===== src/rtl/alarm_set_ctrl.sv =====
// Alarm-time entry controller: owns the committed HH:MM alarm digits,
// sequences digit editing from three key pulses, detects the rising edge
// of an alarm match against the running time and drives the ring output.
module alarm_set_ctrl #(
    parameter int RING_SECS = 30
) (
    input  logic       clk,
    input  logic       rst,
    input  logic       key_set,
    input  logic       key_inc,
    input  logic       key_ok,
    input  logic       sec_tick,
    input  logic [3:0] now_h1,
    input  logic [3:0] now_h2,
    input  logic [3:0] now_m1,
    input  logic [3:0] now_m2,
    output logic [3:0] alarm_h1,
    output logic [3:0] alarm_h2,
    output logic [3:0] alarm_m1,
    output logic [3:0] alarm_m2,
    output logic [3:0] disp_h1,
    output logic [3:0] disp_h2,
    output logic [3:0] disp_m1,
    output logic [3:0] disp_m2,
    output logic       editing,
    output logic [1:0] digit_sel,
    output logic       blink,
    output logic       armed,
    output logic       ring
);

    typedef enum logic [2:0] {
        S_IDLE    = 3'd0,
        S_EDIT_H1 = 3'd1,
        S_EDIT_H2 = 3'd2,
        S_EDIT_M1 = 3'd3,
        S_EDIT_M2 = 3'd4,
        S_RING    = 3'd5
    } state_t;

    // Digit vectors: index 0=H1, 1=H2, 2=M1, 3=M2 (same encoding as digit_sel)
    state_t           state_q,     state_d;
    logic [3:0][3:0]  alarm_q,     alarm_d;
    logic [3:0][3:0]  edit_q,      edit_d;
    logic [3:0][3:0]  disp_q,      disp_d;
    logic             armed_q,     armed_d;
    logic             ring_q,      ring_d;
    logic             blink_q,     blink_d;
    logic             editing_q,   editing_d;
    logic [1:0]       digit_sel_q, digit_sel_d;
    logic [7:0]       cnt_q,       cnt_d;
    logic             match_q;
    logic             match;
    logic             trigger;
    logic             any_key;

    // Increment one edit digit with BCD wrap; hours are limited to 23
    function automatic logic [3:0][3:0] bump(input logic [3:0][3:0] d,
                                             input logic [1:0]      sel);
        logic [3:0][3:0] r;
        r = d;
        case (sel)
            2'd0: begin
                r[0] = (d[0] >= 4'd2) ? 4'd0 : d[0] + 4'd1;
                // H1 stepping to 2 must not leave an illegal 24..29 hour
                if (r[0] == 4'd2 && d[1] > 4'd3) r[1] = 4'd0;
            end
            2'd1: r[1] = (d[1] >= ((d[0] == 4'd2) ? 4'd3 : 4'd9)) ? 4'd0 : d[1] + 4'd1;
            2'd2: r[2] = (d[2] >= 4'd5) ? 4'd0 : d[2] + 4'd1;
            default: r[3] = (d[3] >= 4'd9) ? 4'd0 : d[3] + 4'd1;
        endcase
        return r;
    endfunction

    // Digit selected by an edit state; 0 outside edit
    function automatic logic [1:0] sel_of(input state_t s);
        case (s)
            S_EDIT_H2: return 2'd1;
            S_EDIT_M1: return 2'd2;
            S_EDIT_M2: return 2'd3;
            default:   return 2'd0;
        endcase
    endfunction

    assign match   = (now_h1 == alarm_q[0]) && (now_h2 == alarm_q[1]) &&
                     (now_m1 == alarm_q[2]) && (now_m2 == alarm_q[3]);
    assign trigger = match && !match_q && armed_q && (state_q == S_IDLE);
    assign any_key = key_set || key_inc || key_ok;

    // Next-state logic: key handling (ok > set > inc), ring timing, blink phase
    always_comb begin
        state_d = state_q;
        alarm_d = alarm_q;
        edit_d  = edit_q;
        armed_d = armed_q;
        ring_d  = ring_q;
        blink_d = blink_q;
        cnt_d   = cnt_q;
        case (state_q)
            S_IDLE: begin
                if (trigger) begin
                    state_d = S_RING;
                    ring_d  = 1'b1;
                    cnt_d   = 8'(RING_SECS);
                end else if (key_ok) begin
                    armed_d = !armed_q;
                end else if (key_set) begin
                    edit_d  = alarm_q;
                    state_d = S_EDIT_H1;
                    blink_d = 1'b1;
                end
            end
            S_EDIT_H1, S_EDIT_H2, S_EDIT_M1, S_EDIT_M2: begin
                if (key_ok) begin
                    alarm_d = edit_q;
                    armed_d = 1'b1;
                    state_d = S_IDLE;
                end else if (key_set) begin
                    case (state_q)
                        S_EDIT_H1: state_d = S_EDIT_H2;
                        S_EDIT_H2: state_d = S_EDIT_M1;
                        S_EDIT_M1: state_d = S_EDIT_M2;
                        default:   state_d = S_EDIT_H1;
                    endcase
                    blink_d = 1'b1;
                end else if (key_inc) begin
                    edit_d  = bump(edit_q, sel_of(state_q));
                    blink_d = 1'b1;
                end else if (sec_tick) begin
                    blink_d = !blink_q;
                end
            end
            S_RING: begin
                // A key only silences; it never edits or toggles armed here
                if (any_key) begin
                    ring_d  = 1'b0;
                    state_d = S_IDLE;
                end else if (sec_tick) begin
                    if (cnt_q <= 8'd1) begin
                        cnt_d   = 8'd0;
                        ring_d  = 1'b0;
                        state_d = S_IDLE;
                    end else begin
                        cnt_d = cnt_q - 8'd1;
                    end
                end
            end
            default: begin
                state_d = S_IDLE;
                ring_d  = 1'b0;
            end
        endcase

        editing_d   = (state_d == S_EDIT_H1) || (state_d == S_EDIT_H2) ||
                      (state_d == S_EDIT_M1) || (state_d == S_EDIT_M2);
        digit_sel_d = sel_of(state_d);
        disp_d      = editing_d ? edit_d : alarm_d;
        if (!editing_d) blink_d = 1'b1;
    end

    // State and output registers
    always_ff @(posedge clk or posedge rst) begin
        if (rst) begin
            state_q     <= S_IDLE;
            alarm_q     <= '0;
            edit_q      <= '0;
            disp_q      <= '0;
            armed_q     <= 1'b0;
            ring_q      <= 1'b0;
            blink_q     <= 1'b1;
            editing_q   <= 1'b0;
            digit_sel_q <= 2'd0;
            cnt_q       <= 8'd0;
            match_q     <= 1'b0;
        end else begin
            state_q     <= state_d;
            alarm_q     <= alarm_d;
            edit_q      <= edit_d;
            disp_q      <= disp_d;
            armed_q     <= armed_d;
            ring_q      <= ring_d;
            blink_q     <= blink_d;
            editing_q   <= editing_d;
            digit_sel_q <= digit_sel_d;
            cnt_q       <= cnt_d;
            match_q     <= match;
        end
    end

    assign alarm_h1  = alarm_q[0];
    assign alarm_h2  = alarm_q[1];
    assign alarm_m1  = alarm_q[2];
    assign alarm_m2  = alarm_q[3];
    assign disp_h1   = disp_q[0];
    assign disp_h2   = disp_q[1];
    assign disp_m1   = disp_q[2];
    assign disp_m2   = disp_q[3];
    assign editing   = editing_q;
    assign digit_sel = digit_sel_q;
    assign blink     = blink_q;
    assign armed     = armed_q;
    assign ring      = ring_q;

endmodule


===== config.mk =====
export PLATFORM = sky130hd
export DESIGN_NAME = alarm_set_ctrl
export DESIGN_NICKNAME = d
export VERILOG_FILES = /design/src/rtl/alarm_set_ctrl.sv
export SDC_FILE = /design/constraint.sdc
export NUM_CORES = 1
export LEC_CHECK = 0
export ABC_CLOCK_PERIOD_IN_PS = 2800
export BUFFER_PORTS_ARGS = -buffer_cell sky130_fd_sc_hd__clkbuf_2
export CAP_MARGIN = 5
export CORE_MARGIN = 2
export CORE_UTILIZATION = 35
export CTS_CLUSTER_SIZE = 25
export DETAILED_ROUTE_END_ITERATION = 10
export HOLD_SLACK_MARGIN = 0.05
export MAX_ROUTING_LAYER = met4
export PLACE_DENSITY = 0.51
export RECOVER_POWER = 100
export SLEW_MARGIN = 0
export SYNTH_ARGS = -nofsm -noshare
export SYNTH_HDL_FRONTEND = slang
export SYNTH_SLANG_ARGS = --single-unit

===== constraint.sdc =====
create_clock -name clk -period 2.8 [get_ports clk]
set_clock_uncertainty 0.05 [all_clocks]
set_input_delay 0 -clock clk [delete_from_list [all_inputs] [get_ports clk]]
set_output_delay 0 -clock clk [all_outputs]
set_load 0.01 [all_outputs]

==> results.sh <==
export IMPL_drv_cap=0
export IMPL_clkTransAtPathRegs_ns=0.05
export IMPL_whs_ns=0.0874
export IMPL_cp_slowest_cell="dfrtp_1"
export IMPL_endpoint_kind="register"
export IMPL_ys_warn_count=0
export IMPL_synth_compound_area_frac=0.215
export IMPL_core_area_um2=11300
export IMPL_finalHoldViolations=0
export IMPL_synthArstFlopShare=1.00
export IMPL_synth_area_leaders="dfrtp_1 (40%), mux2_2 (5.3%), ha_1 (4.0%)"
export IMPL_p_leak_uw=0.00208
export IMPL_cp_start_kind="register"
export IMPL_dpl_hpwl_um=9290
export IMPL_outcome="finished, final reports clean"
export IMPL_ys_top_cells_by_count="dfrtp_1 (65), nand2_1 (42), nor2_1 (34)"
export IMPL_synth_top_area_cell="dfrtp_1"
export IMPL_required_ns=2.97
export IMPL_ant_nets=0
export IMPL_period_share=0.933
export IMPL_syn_nets=461
export IMPL_num_rows=39
export IMPL_max_freq_mhz=383
export IMPL_gp_congestion=0.966
export IMPL_initial_core_util=0.355
export IMPL_cts_buffers=9
export IMPL_cts_tree="done"
export IMPL_setup_viol_count_final=0
export IMPL_layout_drive_gt1_share=0.188
export IMPL_placed_cells=635
export IMPL_synth_top_family_by_area="compound AO/OA/AOI/OAI gates"
export IMPL_syn_area_um2=4020
export IMPL_critical_path_peak_fanout=10
export IMPL_synth_area_per_cell_um2=9.45
export IMPL_grt_start_max_net_pins=35
export IMPL_setup_tns_ns=0
export IMPL_period_needed_ns=2.61
export IMPL_met1_usage=0.296
export IMPL_postRouteWirelength_um=12600
export IMPL_power_total_uw=3780
export IMPL_powerDensity_nw_per_um2=778
export IMPL_drtIter0Drc=271
export IMPL_hold_class="in2reg"
export IMPL_grt_use_total=0.219
export IMPL_vias_per_cell=5.64
export IMPL_synth_enable_flop_cells=0
export IMPL_synthSimpleGateAreaFrac=0.193
export IMPL_synth_seq_area_share=0.411
export IMPL_final_cell_area_um2=4850
export IMPL_synth_top_area_frac=0.404
export IMPL_firstDrtPassIters=4
export IMPL_slowest_delay_ns=0.54
export IMPL_ir_drop_mv=0.339
export IMPL_drv_slew=0
export IMPL_synthAdderAreaFrac=0.0404
export IMPL_io_buffers=59
export IMPL_muxShareOfSynthArea=0.0581
export IMPL_h_tree_depth=3
export IMPL_avgRoutedWirePerCell_um=19.3
export IMPL_antenna_found_initial=0
export IMPL_overflow=0
export IMPL_instances_no_fill=655
export IMPL_first_global_vias=3777
export IMPL_grt_pass1_wl_um=20800
export IMPL_area_delta_synth_final_pct=20.6
export IMPL_worstPathCellList="or2_2 -> nand2_1 -> nand3_1 -> clkbuf_1 -> mux2_1 -> mux2_2"
export IMPL_fp_dieH_um=111
export IMPL_grt_busiest_layer="met2"
export IMPL_dieWidth_um=111
export IMPL_yosys_register_bits=66
export IMPL_io_pins=60
export IMPL_dpl_cell_area_um2=4640
export IMPL_synth_distinct_cells=75
export IMPL_layout_nets=542
export IMPL_synth_most_common_cell="dfrtp_1"
export IMPL_cts_buffer_depth=2
export IMPL_diodes=0
export IMPL_met3_usage=0.0284
export IMPL_rsz0062_at_grt="no"
export IMPL_arrival_ns=2.78
export IMPL_relSlewSlack=0.172
export IMPL_path_class="reg2reg"
export IMPL_cts_sinks=66
export IMPL_synth_cells=426
export IMPL_vias=3694
export IMPL_clock_latency_ns=0.34
export IMPL_die_area_um2=12400
export IMPL_met2_usage=0.333
export IMPL_clock_root_buffer="clkbuf_16"
export IMPL_worst_pin_slew_ns=1.24
export IMPL_remaining_drc_errors=0
export IMPL_synthXorXnorAreaFrac=0.0414
export IMPL_synth_ff_type="dfrtp_1"
==> worst max-delay path: cells and delay by family (launching register included) <==
family / cells / cell delay (ns)
buffers and inverters: 1 / 0.48
flip-flops: 1 / 0.54
multiplexers: 2 / 0.67
AND/OR/NAND/NOR: 3 / 0.74
==> flip-flops by register name, indices dropped and copies added, names as in the netlist <==
register,cells
state_q,3
disp_h1,4
alarm_m2,4
disp_m2,4
match_q,1
cnt_q,8
alarm_m1,4
disp_h2,4
alarm_h2,4
armed,1
editing,1
ring,1
blink,1
disp_m1,4
edit_q,16
digit_sel,2
alarm_h1,4
==> power by group <==
group	internal, uW	switching, uW
Combinational	534	772
Clock	614	418
Sequential	1200	236
==> metal layers <==
metal	routed length [um]	vias up
met2	5810	116
met4	232	0
met5	0	-
li1	-	1748
met1	5860	1808
met3	712	22
==> logic make-up after synthesis <==
family | count (synthesis)
multiplexers | 21
buffers and inverters | 40
adder cells (fa/ha/maj) | 13
AND/OR/NAND/NOR | 148
flip-flops | 66
AO/OA/AOI/OAI | 119
XOR/XNOR | 19
==> path summary, 6_finish.rpt <==
path                             from          to  slack, ns  depth (start not counted)
min in group asynchronous         rst  disp_h2[2]       0.49                          3
hold / removal               sec_tick  state_q[0]       0.09                          4
setup reg to reg           state_q[1]  disp_h1[2]       0.19                          6
hold reg to reg              cnt_q[6]    cnt_q[6]       0.48                          1
setup / recovery           state_q[1]  disp_h1[2]       0.19                          6
max in group asynchronous         rst     editing       0.75                          4
==> stage by stage <==
step                setup slack [ns]  utilization
CTS                            0.107        0.437
finish                         0.189        0.429
floorplan                      0.320            -
global route                  0.0430        0.429
detailed placement             0.127        0.410
global placement               0.159        0.410
==> area by class of cell <==
cell class                 count  area, um2
fill                        1140       6470
multi-input combinational    320       2200
sequential                    66       1650
timing repair buffer          95        494
clock buffer                  10        239
tap                          143        179
inverter                      15       56.3
clock inverter                 6       32.5
==> cell usage in the layout, fill, tap and decap left out, types with 8 or more instances in the layout <==
master     count
nor3_1         9
buf_4         23
mux2_2        13
a21oi_1       17
ha_1          13
clkbuf_1      43
dfrtp_1       65
clkbuf_2      26
nand3_1       14
inv_1         15
o21ai_0       24
nand2_1       42
nor2_1        34
a31oi_1        8
xor2_1        18
nor4_1         8
clkbuf_16      9
==> what timing repair did <==
| action | 4_1_cts | 5_1_grt |
|---|---|---|
| buffers inserted | 0 | 1 |
| hold buffers | 3 | 0 |
| hold endpoints to repair | 35 | 0 |
| setup endpoints to repair | 0 | 3 |
| gates resized for setup | 0 | 0 |
No activity file was read; power rests on OpenSTA's default activity.
